[config.mk]
export PLATFORM = sky130hd
export DESIGN_NAME = rbz_spi_cfg_ctrl_flat
export DESIGN_NICKNAME = d
export VERILOG_FILES = /design/src/rtl/rbz_spi_cfg_ctrl_if.sv /design/src/rtl/rbz_spi_cfg_ctrl.sv /design/src/flat_wrapper.sv
export SDC_FILE = /design/constraint.sdc
export NUM_CORES = 1
export LEC_CHECK = 0
export ABC_AREA = 1
export CAP_MARGIN = 0
export CORE_MARGIN = 5
export CORE_UTILIZATION = 25
export CTS_CLUSTER_SIZE = 28
export DETAILED_ROUTE_END_ITERATION = 7
export HOLD_SLACK_MARGIN = 0.03
export PLACE_DENSITY = 0.4
export SYNTH_ARGS = -nofsm -noshare
export SYNTH_HDL_FRONTEND = slang
export SYNTH_SLANG_ARGS = --single-unit
[constraint.sdc]
create_clock -name clk -period 1.8 [get_ports clk]
set_input_delay 0.54 -clock clk [delete_from_list [all_inputs] [get_ports clk]]
set_output_delay 0.54 -clock clk [all_outputs]
set_load 0.05 [all_outputs]
[src/rtl/rbz_spi_cfg_ctrl_if.sv]
// Bus bundle for the raybox-zero SPI configuration controller:
// raw SPI pins, the frame-boundary strobe and the live configuration outputs.
`timescale 1ns/1ps
interface rbz_spi_cfg_ctrl_if #(
   parameter int DATA_W = 16,
   parameter int ADDR_W = 2
);
   localparam int NREG = 2**ADDR_W;

   logic                   i_sclk;
   logic                   i_mosi;
   logic                   i_ss_n;
   logic                   i_vsync;
   logic [NREG*DATA_W-1:0] o_cfg;
   logic                   o_busy;
   logic                   o_commit;
   logic                   o_err;

   modport slave (
      input  i_sclk, i_mosi, i_ss_n, i_vsync,
      output o_cfg, o_busy, o_commit, o_err
   );

   modport master (
      output i_sclk, i_mosi, i_ss_n, i_vsync,
      input  o_cfg, o_busy, o_commit, o_err
   );
endinterface

[src/rtl/rbz_spi_cfg_ctrl.sv]
// SPI-slave register writer for the raybox-zero renderer: writes land in a shadow
// bank and are copied to the live config only on the vsync frame boundary.
`timescale 1ns/1ps
module rbz_spi_cfg_ctrl #(
   parameter int DATA_W = 16,
   parameter int ADDR_W = 2,
   parameter logic [(2**ADDR_W)*DATA_W-1:0] CFG_RESET = '0
) (
   input logic               clk,
   input logic               rst_n,
   rbz_spi_cfg_ctrl_if.slave bus
);
   localparam int NREG  = 2**ADDR_W;
   localparam int SH_W  = (DATA_W > 8) ? DATA_W : 8;
   localparam int CNT_W = $clog2(SH_W);
   localparam logic [CNT_W-1:0] CMD_LAST  = CNT_W'(7);
   localparam logic [CNT_W-1:0] DATA_LAST = CNT_W'(DATA_W - 1);

   typedef enum logic [1:0] {IDLE, CMD, DATA, DONE} state_t;

   state_t              state;
   state_t              state_next;
   logic [2:0]          sclk_sync;
   logic [1:0]          mosi_sync;
   logic [2:0]          ss_sync;
   logic                sclk_rise;
   logic                ss_high;
   logic                ss_fall;
   logic [SH_W-2:0]     shift_q;
   logic [SH_W-1:0]     shift_d;
   logic [CNT_W-1:0]    bit_cnt;
   logic [ADDR_W-1:0]   addr;
   logic                start;
   logic                shift_en;
   logic                to_data;
   logic                wr_en;
   logic                abort;
   logic [NREG-1:0]     wr_mask;
   logic [NREG-1:0]     dirty;
   logic [DATA_W-1:0]   shadow [NREG];
   logic [DATA_W-1:0]   cfg_q  [NREG];
   logic                commit;
   logic                err;

   // Index [1] is the synchronised value; index [2] is its one-cycle-old copy for edge detection.
   always_ff @(posedge clk or negedge rst_n) begin
      if (!rst_n) begin
         sclk_sync <= '0;
         mosi_sync <= '0;
         ss_sync   <= '0;
      end else begin
         sclk_sync <= {sclk_sync[1:0], bus.i_sclk};
         mosi_sync <= {mosi_sync[0], bus.i_mosi};
         ss_sync   <= {ss_sync[1:0], bus.i_ss_n};
      end
   end

   assign sclk_rise = sclk_sync[1] & ~sclk_sync[2];
   assign ss_high   = ss_sync[1];
   assign ss_fall   = ss_sync[2] & ~ss_sync[1];
   assign shift_d   = {shift_q, mosi_sync[1]};

   always_ff @(posedge clk or negedge rst_n) begin
      if (!rst_n) state <= IDLE;
      else        state <= state_next;
   end

   always_comb begin
      state_next = state;
      start      = 1'b0;
      shift_en   = 1'b0;
      to_data    = 1'b0;
      wr_en      = 1'b0;
      abort      = 1'b0;
      case (state)
         IDLE: begin
            if (ss_fall) begin
               state_next = CMD;
               start      = 1'b1;
            end
         end
         CMD: begin
            if (ss_high) begin
               state_next = IDLE;
               abort      = 1'b1;
            end else if (sclk_rise) begin
               shift_en = 1'b1;
               if (bit_cnt == CMD_LAST) begin
                  if (shift_d[7]) begin
                     state_next = DATA;
                     to_data    = 1'b1;
                  end else begin
                     state_next = DONE;
                  end
               end
            end
         end
         DATA: begin
            if (ss_high) begin
               state_next = IDLE;
               abort      = 1'b1;
            end else if (sclk_rise) begin
               shift_en = 1'b1;
               if (bit_cnt == DATA_LAST) begin
                  wr_en      = 1'b1;
                  state_next = DONE;
               end
            end
         end
         DONE: begin
            if (ss_high) state_next = IDLE;
         end
         default: state_next = IDLE;
      endcase
   end

   // The counter restarts at the command/data boundary so both phases count from zero.
   always_ff @(posedge clk or negedge rst_n) begin
      if (!rst_n) begin
         shift_q <= '0;
         bit_cnt <= '0;
         addr    <= '0;
      end else begin
         if (start) begin
            shift_q <= '0;
            bit_cnt <= '0;
         end else if (shift_en) begin
            shift_q <= shift_d[SH_W-2:0];
            bit_cnt <= to_data ? '0 : bit_cnt + CNT_W'(1);
         end
         if (to_data) addr <= shift_d[ADDR_W-1:0];
      end
   end

   assign wr_mask = wr_en ? (NREG'(1) << addr) : '0;

   // Commit reads the shadow before this cycle's write, so a colliding write stays dirty.
   always_ff @(posedge clk or negedge rst_n) begin
      if (!rst_n) begin
         for (int k = 0; k < NREG; k++) begin
            shadow[k] <= CFG_RESET[k*DATA_W +: DATA_W];
            cfg_q[k]  <= CFG_RESET[k*DATA_W +: DATA_W];
         end
         dirty  <= '0;
         commit <= 1'b0;
         err    <= 1'b0;
      end else begin
         for (int k = 0; k < NREG; k++) begin
            if (bus.i_vsync && dirty[k]) cfg_q[k] <= shadow[k];
         end
         if (wr_en) shadow[addr] <= shift_d[DATA_W-1:0];
         dirty  <= (bus.i_vsync ? '0 : dirty) | wr_mask;
         commit <= bus.i_vsync & (|dirty);
         err    <= abort;
      end
   end

   for (genvar g = 0; g < NREG; g++) begin : g_cfg
      assign bus.o_cfg[g*DATA_W +: DATA_W] = cfg_q[g];
   end

   assign bus.o_busy   = (state != IDLE);
   assign bus.o_commit = commit;
   assign bus.o_err    = err;
endmodule

[src/flat_wrapper.sv]
// flat-port wrapper written by rule: the top's interface ports become plain ports
module rbz_spi_cfg_ctrl_flat 
#(
   parameter int DATA_W = 16,
   parameter int ADDR_W = 2,
   parameter logic [(2**ADDR_W)*DATA_W-1:0] CFG_RESET = '0
)
  (clk, rst_n, bus_i_sclk, bus_i_mosi, bus_i_ss_n, bus_i_vsync, bus_o_cfg, bus_o_busy, bus_o_commit, bus_o_err);
  rbz_spi_cfg_ctrl_if #(.DATA_W(DATA_W), .ADDR_W(ADDR_W)) bus_i ();
  input logic clk;
  input logic rst_n;
  input wire logic [$bits(bus_i.i_sclk)-1:0] bus_i_sclk;
  input wire logic [$bits(bus_i.i_mosi)-1:0] bus_i_mosi;
  input wire logic [$bits(bus_i.i_ss_n)-1:0] bus_i_ss_n;
  input wire logic [$bits(bus_i.i_vsync)-1:0] bus_i_vsync;
  output wire logic [$bits(bus_i.o_cfg)-1:0] bus_o_cfg;
  output wire logic [$bits(bus_i.o_busy)-1:0] bus_o_busy;
  output wire logic [$bits(bus_i.o_commit)-1:0] bus_o_commit;
  output wire logic [$bits(bus_i.o_err)-1:0] bus_o_err;
  assign bus_i.i_sclk = bus_i_sclk;
  assign bus_i.i_mosi = bus_i_mosi;
  assign bus_i.i_ss_n = bus_i_ss_n;
  assign bus_i.i_vsync = bus_i_vsync;
  assign bus_o_cfg = bus_i.o_cfg;
  assign bus_o_busy = bus_i.o_busy;
  assign bus_o_commit = bus_i.o_commit;
  assign bus_o_err = bus_i.o_err;
  rbz_spi_cfg_ctrl #(.DATA_W(DATA_W), .ADDR_W(ADDR_W), .CFG_RESET(CFG_RESET)) u_core (.clk(clk), .rst_n(rst_n), .bus(bus_i));
endmodule
# After elaboration in Yosys (flattened, before gate mapping)
# Cells that the tools add are included.
dict set report classes {
  add_sub_neg 1
  order_cmp 2
  n_eq_ne 11
  n_shift 1
  muxes 36
  n_bitwise 7
  reduce_logical 11
}
# operator count
set ops {}
lappend ops {{64-bit bitwise mux} 1}
lappend ops {{16-bit demux with 2-bit select} 1}
lappend ops {{15-bit two-way mux} 2}
lappend ops {{4-bit two-way mux} 5}
lappend ops {{1-bit two-way mux} 17}
lappend ops {{16-bit two-way mux} 1}
lappend ops {{2-bit two-way mux} 8}
lappend ops {{3-bit by 1-bit inequality test with 1-bit output, second input constant} 4}
lappend ops {{2-bit one-hot mux with 4 select lines} 1}
lappend ops {{6-bit AND reduction} 1}
lappend ops {{1-bit logical AND} 5}
lappend ops {{4-bit by 1-bit adder with 4-bit output, second input constant} 1}
lappend ops {{2-bit equality test, second input constant} 2}
lappend ops {{4-bit by 3-bit equality test with 1-bit output, second input constant} 1}
lappend ops {{4-bit equality test, second input constant} 1}
lappend ops {{2-bit by 1-bit inequality test with 1-bit output, second input constant} 2}
lappend ops {{4-bit OR} 1}
lappend ops {{2-bit nonzero test} 2}
lappend ops {{4-bit OR reduction} 1}
lappend ops {{1-bit by 2-bit left shift with 4-bit output, first input constant} 1}
lappend ops {{1-bit bitwise AND} 3}
lappend ops {{3-bit greater-or-equal comparator, second input constant} 1}
lappend ops {{3-bit by 1-bit < comparator with 1-bit output, second input constant} 1}
lappend ops {{2-bit NOT with 3-bit output} 1}
lappend ops {{other kinds (4)} 5}
dict set report word_totals {
  regBits 165
  inputBits 6
  out_inout_bits 67
  elab_cells 87
}

# Logic depth before layout (Yosys ltp)
# Gate-level depths: netlist of the first run.
dict set report logic_depth {
  word_depth 8
  ltp_mapped 10
  mapped_depth_nobuf 9
}

# Worst setup path before layout of the first run
# OpenSTA, ideal clock, no wires.
dict set report synth_timing {
  kind {flip-flop to flip-flop}
  from {register u_core.state[0]}
  to {register u_core.shadow[10] in the netlist's numbering}
  arrival_time_ns 1.503
  required_time_ns 1.683
  path_slack_ns 0.180
  path_stages_with_launch 10
  n_path_buf 1
  synth_period_minus_slack_ns 1.620
  cell_sequence {dfrtp_1 -> inv_1 -> ha_1 -> inv_1 -> nor2_2 -> nor3b_4 -> nand2_2 -> buf_2 -> nand2_1 -> nand2_1}
}
dict set report synth_between {
  elab_chain_len 2
}
# element line
set synth_rtl {}
lappend synth_rtl {{from (decl)} rbz_spi_cfg_ctrl.sv:21} ;# state_t state;
lappend synth_rtl {{from (signal assigned)} rbz_spi_cfg_ctrl.sv:65} ;# else state <= state_next;
lappend synth_rtl {{2-bit equality test} rbz_spi_cfg_ctrl.sv:75} ;# case (state)
lappend synth_rtl {{1-bit two-way mux} rbz_spi_cfg_ctrl.sv:75}
lappend synth_rtl {{to (signal, indexed assignment)} rbz_spi_cfg_ctrl.sv:141} ;# shadow[k] <= CFG_RESET[k*DATA_W +: DATA_W];
lappend synth_rtl {{to (signal, indexed assignment)} rbz_spi_cfg_ctrl.sv:151} ;# if (wr_en) shadow[addr] <= shift_d[DATA_W-1:0];
lappend synth_rtl {{to (decl)} rbz_spi_cfg_ctrl.sv:40} ;# logic [DATA_W-1:0] shadow [NREG];
# Every way passes these cells.
# A chain may end at the register's enable or synchronous reset.

# Worst setup path in the final report of the first run
dict set report layout_timing {
  from {register u_core.state[1]}
  to {output port bus_o_busy}
}
dict set report layout_between {
  elab_chain_len 1
}
# element line
set layout_rtl {}
lappend layout_rtl {{2-bit nonzero test} rbz_spi_cfg_ctrl.sv:162} ;# assign bus.o_busy = (state != IDLE);
lappend layout_rtl {{to (decl)} flat_wrapper.sv:17} ;# output wire logic [$bits(bus_i.o_busy)-1:0] bus_o_busy;
# Every way passes these cells.

==> impl_results.md, run 1 <==
- Gr usage total: a little under an eighth
- Most common cell in the synthesized netlist: nand2_1
- Period utilisation layout: 99.36%
- Post-synth top cells: 185 x nand2_1, 165 x dfrtp_1, 81 x nand3_1, 64 x mux2_2, 22 x inv_1
- Wire length per cell: 15.83 um
- First-pass GRT wire length: 26.33 mm
- Ports: between 70 and 80
- Gate count of the mapped netlist: 590
- Status: complete, no violations
- Mapped Nets: roughly 600
- Setup Viol. Count Final: 0
- Maximum vdd ir drop: 0.7427 mV
- Largest net degree at the start of global routing: 52
- Via count: 4518
- Min Hold Slack: approximately 350 ps
- Layout Nets: approximately 700
- Pre-CTS setup slack: -109.7 ps
- Clk root buf: clkbuf_16
- Non-Filler Instances: just over 1k
- Top_reg_cell synth: dfrtp_1
- Final WS setup: roughly 11 ps
- GRT Residual Overflow: 0
- Die Wd: approximately 170 um
- CP startpoint kind: register
- Initial antenna violation count: 0
- CP Class: register to output port
- Hold WC Path Type: register to register
- Slew Limit Fails: 0
- Antenna-violating nets left: 0
- Yosys warning count: 0
- WL final: 16.45 mm
- Vias/cell: 4.348
- P per Cell Area: 876.9 nW/um2
- Die H: 171.1 um
- Detailed-route DRC error count: 0
- Layout cells sized above 1: 31.39%
- Setup TNS: 0 ps
- Clock sink count: around 170
- MaxCap Viol Count: 0
- Sequential element share of the synthesized area: 63.63%
- Crit-path max FO: 3
- Clock skew: ~9.6 ps
- Average cell area after synthesis: between 10 and 15 um2
- Die footprint: about 29000 um2
- Port bufs: between 70 and 80
- Number of DRC markers in iteration 0: roughly 250
- FP Rows: 59
- Fin. Hold Viols: 0
- Area grow syn2layout: 42.07%
- Mapped cell area: 6489 um2
- Post-DP HPWL: ~11 mm
- Synthesized flop and latch total: between 150 and 200
- Leakage power: around 4.7 nW
- GPL Wtd Cong: a little under 0.8
- RSZ-0062 raised after global routing: yes
- Dpl cells: just under 1k
- Pre-antenna DRT Iters: 4
- Async set-or-reset flop fraction in the synthesized netlist: between 90% and 100%
- Dominant cells by area after synthesis: dfrtp_1 64%, mux2_2 11%, nand2_1 11%
- Top-area cell type share of the netlist area: a little under two thirds
- Arrival @ worst endpoint: approximately 1300 ps
- Num CTS Buffers: 17
- Initial Util: about a quarter
- Clock Pin Slew Worst Setup and Hold Paths: roughly 60 ps
- CTS tree: done
- H-tree Lvls: 4
- CTS max path bufs: 2
- CP Capture Type: output port
- Post-route minimum period: 1789 ps
- Final Util: roughly 36%
- Ant diodes: 0
- Biggest area consumer among synthesized cells: dfrtp_1
- Peak Freq: around 560 MHz
- Worst-Skew Late Latency: ~420 ps
- Max_slew headroom: between 50% and 60%
- Required @ worst endpoint: between 1000 and 1500 ps
- Vias in the first global route: around 4.7k
- Worst-Margin Slew: a little over 600 ps
- Post-synth EDFFs: 0
- Yosys cell types: 21
- Core area: approximately 26000 um2
state kept, by name (all words and copies together) (netlist names):
register             count
u_core.addr              2
u_core.bit_cnt           4
u_core.bus.o_cfg        64
u_core.bus.o_commit      1
u_core.bus.o_err         1
u_core.dirty             4
u_core.mosi_sync         2
u_core.sclk_sync         3
u_core.shadow           64
u_core.shift_q          15
u_core.ss_sync           3
u_core.state             2
critical path: stages, from the launching register on:
cell and delay, ps:
dfrtp_1 410, inv_2 100, ha_4 160, inv_4 40, buf_12 130
cell type report:
class                   instances  area [um2]
fillers                      2530       16620
flip-flops and latches        165        4129
multi-input cells             379        2203
inverters                      24       101.3
well taps                     335       419.2
clock inverters                15       118.9
repair buffers                104        1822
clock buffers                  17       425.4
path summary, 6_finish.rpt:
check / start / endpoint / slack [ps] / cells past startpoint
worst max-delay path: u_core.state[1] / bus_o_busy / 10 / 4
worst min-delay path: u_core.sclk_sync[0] / u_core.sclk_sync[1] / 350 / 0
worst max register to register: u_core.state[0] / u_core.shadow[38] / 20 / 10
worst min register to register: u_core.sclk_sync[0] / u_core.sclk_sync[1] / 350 / 0
max in group asynchronous: rst_n / u_core.shadow[17] / 640 / 3
min in group asynchronous: rst_n / u_core.bus.o_cfg[19] / 570 / 2
routing by layer:
metal / part of all wire [%] / GRT usage [%] / up-vias / routed length [um]
met5: 0 / 0 / - / 0
met1: 46 / 15.55 / 2276 / 7498
met2: 49 / 19.08 / 98 / 8028
met4: 0.68 / 2.377 / 0 / 112
met3: 4.9 / 3.189 / 7 / 807
li1: - / - / 2137 / -
metrics by stage:
| step | cell area (um2) | total power, mW |
|---|---|---|
| after floorplan | 6489 | 4.300 |
| after global placement | 8433 | 4.639 |
| after detailed placement | 8433 | 4.664 |
| after CTS | 9094 | 8.166 |
| after global routing | 9219 | 8.468 |
| final | 9219 | 8.084 |
cell usage in the layout (no fill, tap or decap), types with 5 or more instances in the layout:
cell	n
nand3_1	81
nor2_1	16
nand2_2	12
nand2_1	174
clkbuf_16	18
buf_4	17
dfrtp_1	165
inv_1	18
mux2_2	64
buf_12	76
o21ai_0	8
nand4_1	5
clkinv_2	5
kinds of logic (layout without fill, tap and decap cells):
logic type	count (synthesis)	after routing	share of synthesized area [%]
multiplexers	64	64	11.11
AND/OR/NAND/NOR	296	297	19.51
flip-flops	165	165	63.63
AO/OA/AOI/OAI	13	13	1.080
adder cells (fa/ha/maj)	5	5	0.9641
buffers and inverters	47	160	3.702
what timing repair did:
item / CTS / global route
gates resized for setup: 11 / 19
endpoints found under the hold margin: 25 / 0
gates cloned: 1 / 2
hold buffers: 1 / 0
setup buffers: 3 / 5
pin swaps: 1 / 0
endpoints found under the setup margin: 34 / 53
power breakdown:
| group | leakage [nW] | switching [mW] | internal [mW] |
|---|---|---|---|
| sequential | 2.28 | 0.128 | 3.78 |
| combinational | 2.12 | 0.472 | 0.313 |
| clock | 0.274 | 1.58 | 1.80 |
| total | 4.68 | 2.18 | 5.90 |
(Power assumes the default switching activity.)
==> inputs of run 2 (changes only) <==
--- a/config.mk
+++ b/config.mk
@@ -9,6 +9,7 @@
 export CAP_MARGIN = 0
 export CORE_MARGIN = 5
 export CORE_UTILIZATION = 25
+export CTS_CLUSTER_DIAMETER = 120
 export CTS_CLUSTER_SIZE = 28
 export DETAILED_ROUTE_END_ITERATION = 7
 export HOLD_SLACK_MARGIN = 0.03
==> constraint.sdc (replaced) <==
create_clock -name clk -period 2.09 [get_ports clk]
set_input_delay 0.627 -clock clk [delete_from_list [all_inputs] [get_ports clk]]
set_output_delay 0.627 -clock clk [all_outputs]
set_load 0.05 [all_outputs]
==> run 2 against run 1 <==
  * Via count is 3.7% lower
  * Setup slack better by 76 ps
  * Final cell count is 1.3% lower
  * Combinational power is 27% lower
  * Power is 9.4% lower
  * Global-route usage is 0.090 points lower
  * Clock skew is 8.2 ps higher
  * Largest cell class unchanged
  * Die area stayed put
  * Register-to-register slack better by 150 ps
  * Sequential share of layout area is 5.4 points higher
  * Critical path depth stayed put
  * Clock-buffer cell count stayed put
==> impl_results.md, run 2 (synthesis gave the netlist of run 1 again) <==
- Status: complete, no violations
- Clock skew: about 18 ps
- Vias/cell: 4.246
- Crit-path max FO: 5
- Area after DPL: around 7600 um2
- Die H: ~170 um
- Max_slew headroom: between 60% and 70%
- Initial Util: around a quarter
- Clk root buf: clkbuf_16
- Largest net degree at the start of global routing: 47
- Clock sink count: ~170
- Gr usage total: roughly 12%
- Antenna-violating nets left: 0
- Worst path cell trace: inv_1 -> ha_4 -> inv_1 -> buf_12
- CTS tree: done
- GRT Residual Overflow: 0
- Critical path's most frequent cell: inv_1
- Commonest non-fill, non-tap cell in the layout: nand2_1
- Post-route minimum period: between 2000 and 2500 ps
- Critical Path Max Stage Delay: a little over 400 ps
- MaxCap Viol Count: 0
- CP max stage cell: dfrtp_1
- Vias in the first global route: around 4.5k
- Maximum vdd ir drop: roughly 0.5 mV
- Detailed-route DRC error count: 0
- CP Capture Type: output port
- Layout cells sized above 1: around 28%
- Hold WC Path Type: primary input to async pin
- Pre-antenna DRT Iters: 4
- Period utilisation layout: ~96%
- Post-DP HPWL: roughly 11 mm
- Die footprint: 29280 um2
- Clock Pin Slew Worst Setup and Hold Paths: about 70 ps
- GPL Wtd Cong: between 0.7 and 0.8
- RSZ-0062 raised after global routing: no
- Leakage power: around 4.4 nW
- CTS max path bufs: 2
- FP Rows: slightly below 60
- WL final: about 16 mm
- Worst-Skew Late Latency: about 440 ps
- Layout Nets: between 600 and 700
- Most frequent cells in the layout: 185 x nand2_1, 165 x dfrtp_1, 81 x nand3_1
- P per Cell Area: a little under 900 nW/um2
- Slew Limit Fails: 0
- Worst-Margin Slew: just under 500 ps
- H-tree Lvls: 4
- Final WS setup: just under 90 ps
- Non-Filler Instances: roughly 1.0k
- Setup Fix Bufs, Post-CTS: 0
- Arrival @ worst endpoint: roughly 1400 ps
- Die Wd: approximately 170 um
- Setup Viol. Count Final: 0
- CP startpoint kind: register
- Number of DRC markers in iteration 0: roughly 280
- Required @ worst endpoint: around 1500 ps
- Fin. Hold Viols: 0
- Peak Freq: ~500 MHz
- Ant diodes: 0
- Initial antenna violation count: 0
- Core area: 25840 um2
- Port bufs: between 70 and 80
- Via count: 4352
- Wire length per cell: ~16 um
- Pre-CTS setup slack: 102.1 ps
- Area grow syn2layout: 26.71%
- First-pass GRT wire length: 25.99 mm
- CP Class: register to output port
- Setup TNS: 0 ps
- Ports: 73
- Num CTS Buffers: 17
- Design area: 8222 um2
- Dpl cells: slightly below 1k
## run 2: repair_timing
item,4_1_cts,5_1_grt
hold buffers,0,0
resized for setup,1,1
setup endpoints to repair,1,1
## run 2: final timing paths
kind	cells past startpoint	to	startpoint	slack, ps
max	4	bus_o_busy	u_core.state[0]	90
min	1	u_core.shadow[47]	rst_n	120
max reg2reg	9	u_core.shadow[17]	u_core.state[0]	170
min reg2reg	0	u_core.sclk_sync[1]	u_core.sclk_sync[0]	350
max in group asynchronous	2	u_core.shadow[17]	rst_n	1370
min in group clk	0	u_core.sclk_sync[1]	u_core.sclk_sync[0]	350
## run 2: worst max-delay path: cells and delay by family, from the launching register on
kind                     cells  cell delay, ps
flip-flops                   1             410
buffers and inverters        3             350
adder cells (fa/ha/maj)      1             180
## run 2: final cells by class
| type | count | area (um2) |
|---|---|---|
| Clock buffer | 17 | 425.4 |
| Clock inverter | 15 | 216.5 |
| Fill cell | 2672 | 17620 |
| Inverter | 24 | 90.09 |
| Multi-Input combinational cell | 378 | 2132 |
| Sequential cell | 165 | 4129 |
| Tap cell | 335 | 419.2 |
| Timing Repair Buffer | 91 | 809.5 |
## run 2: layer usage
| layer | up-vias | wire, um | GRT usage (%) |
|---|---|---|---|
| met5 | - | 0 | 0 |
| met4 | 0 | 129 | 2.894 |
| met3 | 8 | 869 | 3.235 |
| met2 | 74 | 7592 | 18.48 |
| met1 | 2155 | 7740 | 15.55 |
| li1 | 2115 | - | - |
## run 2: per-stage QoR
step	power [mW]	utilization [%]	hold slack, ps
2_1_floorplan	3.704	-	331.2
3_3_place_gp	3.966	29.29	331.7
3_5_place_dp	3.984	29.29	335.5
4_1_cts	7.401	31.78	129.6
5_1_grt	7.622	31.82	146.5
6_report	7.323	31.82	123.2
## run 2: power by group
group	switching (mW)	total (mW)	leakage, nW	internal (mW)
logic	0.372	0.571	1.82	0.200
clock network	1.45	3.39	0.303	1.94
registers	0.107	3.37	2.28	3.26
==> inputs of run 3 (changes only) <==
--- a/config.mk
+++ b/config.mk
@@ -12,8 +12,8 @@
 export CTS_CLUSTER_DIAMETER = 120
 export CTS_CLUSTER_SIZE = 28
 export DETAILED_ROUTE_END_ITERATION = 7
+export GPL_ROUTABILITY_DRIVEN = 0
 export HOLD_SLACK_MARGIN = 0.03
-export PLACE_DENSITY = 0.4
 export SYNTH_ARGS = -nofsm -noshare
 export SYNTH_HDL_FRONTEND = slang
 export SYNTH_SLANG_ARGS = --single-unit
==> run 3 against run 2 <==
  * Critical endpoint unchanged
  * Power down 5.5%
  * Global-route usage down 0.44 points
  * Combinational power decreased by 1%
==> impl_results.md, run 3 (synthesis gave the netlist of run 1 again) <==
- Status: complete, no violations
- Detailed-route DRC error count: 0
- Via count: ~4.4k
- Worst-Margin Slew: between 400 and 500 ps
- Vias/cell: 4.258
- Clock skew: 6.528 ps
- Max_slew headroom: between 70% and 80%
- Hold WC Path Type: primary input to async pin
- Clock Pin Slew Worst Setup and Hold Paths: approximately 70 ps
- Non-Filler Instances: around 1.0k
- CTS tree: done
- Layout cells sized above 1: 27.72%
- Pre-antenna DRT Iters: 5
- Setup TNS: 0 ps
- Die H: approximately 170 um
- Wire length per cell: between 10 and 15 um
- Layout Nets: approximately 700
- Most frequent cells in the layout: 185 x nand2_1, 165 x dfrtp_1, 81 x nand3_1
- Worst-Skew Late Latency: about 420 ps
- Largest net degree at the start of global routing: 52
- Num CTS Buffers: 17
- Final Util: approximately a third
- Worst r2r path cells: 9
- Initial antenna violation count: 0
- Post-DP HPWL: around 10 mm
- Peak Freq: approximately 500 MHz
- Period utilisation layout: 95.88%
- Clock sink count: 165
- WL final: around 15 mm
- Final WS setup: roughly 86 ps
- Initial Util: between 20% and 30%
- Port bufs: 72
- RSZ-0062 raised after global routing: yes
- Die footprint: 29280 um2
- Area grow syn2layout: 25.34%
- Ports: 73
- P per Cell Area: between 800 and 900 nW/um2
- Post-route minimum period: around 2000 ps
- Setup Viol. Count Final: 0
- CTS max path bufs: 2
- FP Rows: 59
- Dpl cells: roughly 990
- Die Wd: 171.1 um
- Vias in the first global route: about 4.5k
- Maximum vdd ir drop: between 0.5 and 0.6 mV
- Area after DPL: about 7500 um2
- Crit-path max FO: 5
- Commonest non-fill, non-tap cell in the layout: nand2_1
- CP startpoint kind: register
- GRT Residual Overflow: 0
- Antenna-violating nets left: 0
- H-tree Lvls: 4
- Clk root buf: clkbuf_16
- Pre-CTS setup slack: roughly 7 ps
- Min Hold Slack: 102.7 ps
- Gr usage total: around 11%
- First-pass GRT wire length: ~25 mm
- Slew Limit Fails: 0
- Ant diodes: 0
- MaxCap Viol Count: 0
- Arrival @ worst endpoint: 1380 ps
- CP Class: register to output port
- Setup Fix Bufs, Post-CTS: 0
- Number of DRC markers in iteration 0: 219
- Core area: roughly 26000 um2
- CP Capture Type: output port
- Required @ worst endpoint: 1460 ps
- Fin. Hold Viols: 0
- Leakage power: 4.371 nW
- Design area: 8133 um2
- Tot Pwr: just under 7 mW
run 3: cell count changes in the layout (fill, tap and decap cells not counted), sizes merged:
cell	delta
clkinvlp	-1
clkinv	+2
inv	-4
bufinv	-2
clkbuf	+4
run 3: final cells by class:
cell class / instances / area (um2)
clock buffer: 21 / 470.5
timing repair buffer: 91 / 788.3
sequential: 165 / 4129
multi-input combinational: 378 / 2137
tap: 335 / 419.2
clock inverter: 10 / 98.84
fill: 2658 / 17700
inverter: 24 / 90.09
run 3: what timing repair did:
item	CTS	global route
endpoints found under the setup margin	1	1
hold buffers	0	0
resized for setup	1	3
run 3: critical path: stages (launching register included):
cell and delay [ps]:
dfrtp_1 410, inv_1 130, ha_4 180, inv_1 70
buf_12 150
run 3: final timing paths:
path                                startpoint              endpoint  slack [ps]
setup / recovery               u_core.state[0]            bus_o_busy          90
min in group clk           u_core.mosi_sync[0]   u_core.mosi_sync[1]         350
max in group asynchronous                rst_n     u_core.shadow[25]        1350
hold / removal                           rst_n  u_core.bus.o_cfg[29]         100
setup reg to reg               u_core.state[0]     u_core.shadow[34]         230
hold reg to reg            u_core.mosi_sync[0]   u_core.mosi_sync[1]         350
run 3: layer usage:
layer  global-route usage [%]  routed length, um  up-vias
met5                        0                  0        -
met4                    2.894                153        0
met3                    4.274               1065       12
met2                    16.82               7150       96
met1                    14.98               6885     2148
li1                         -                  -     2104
run 3: power breakdown:
part / switching [mW] / internal [mW] / total [mW]
clock: 1.26 / 1.74 / 3.00
sequential: 0.0915 / 3.26 / 3.35
combinational: 0.366 / 0.198 / 0.564
total: 1.72 / 5.20 / 6.92
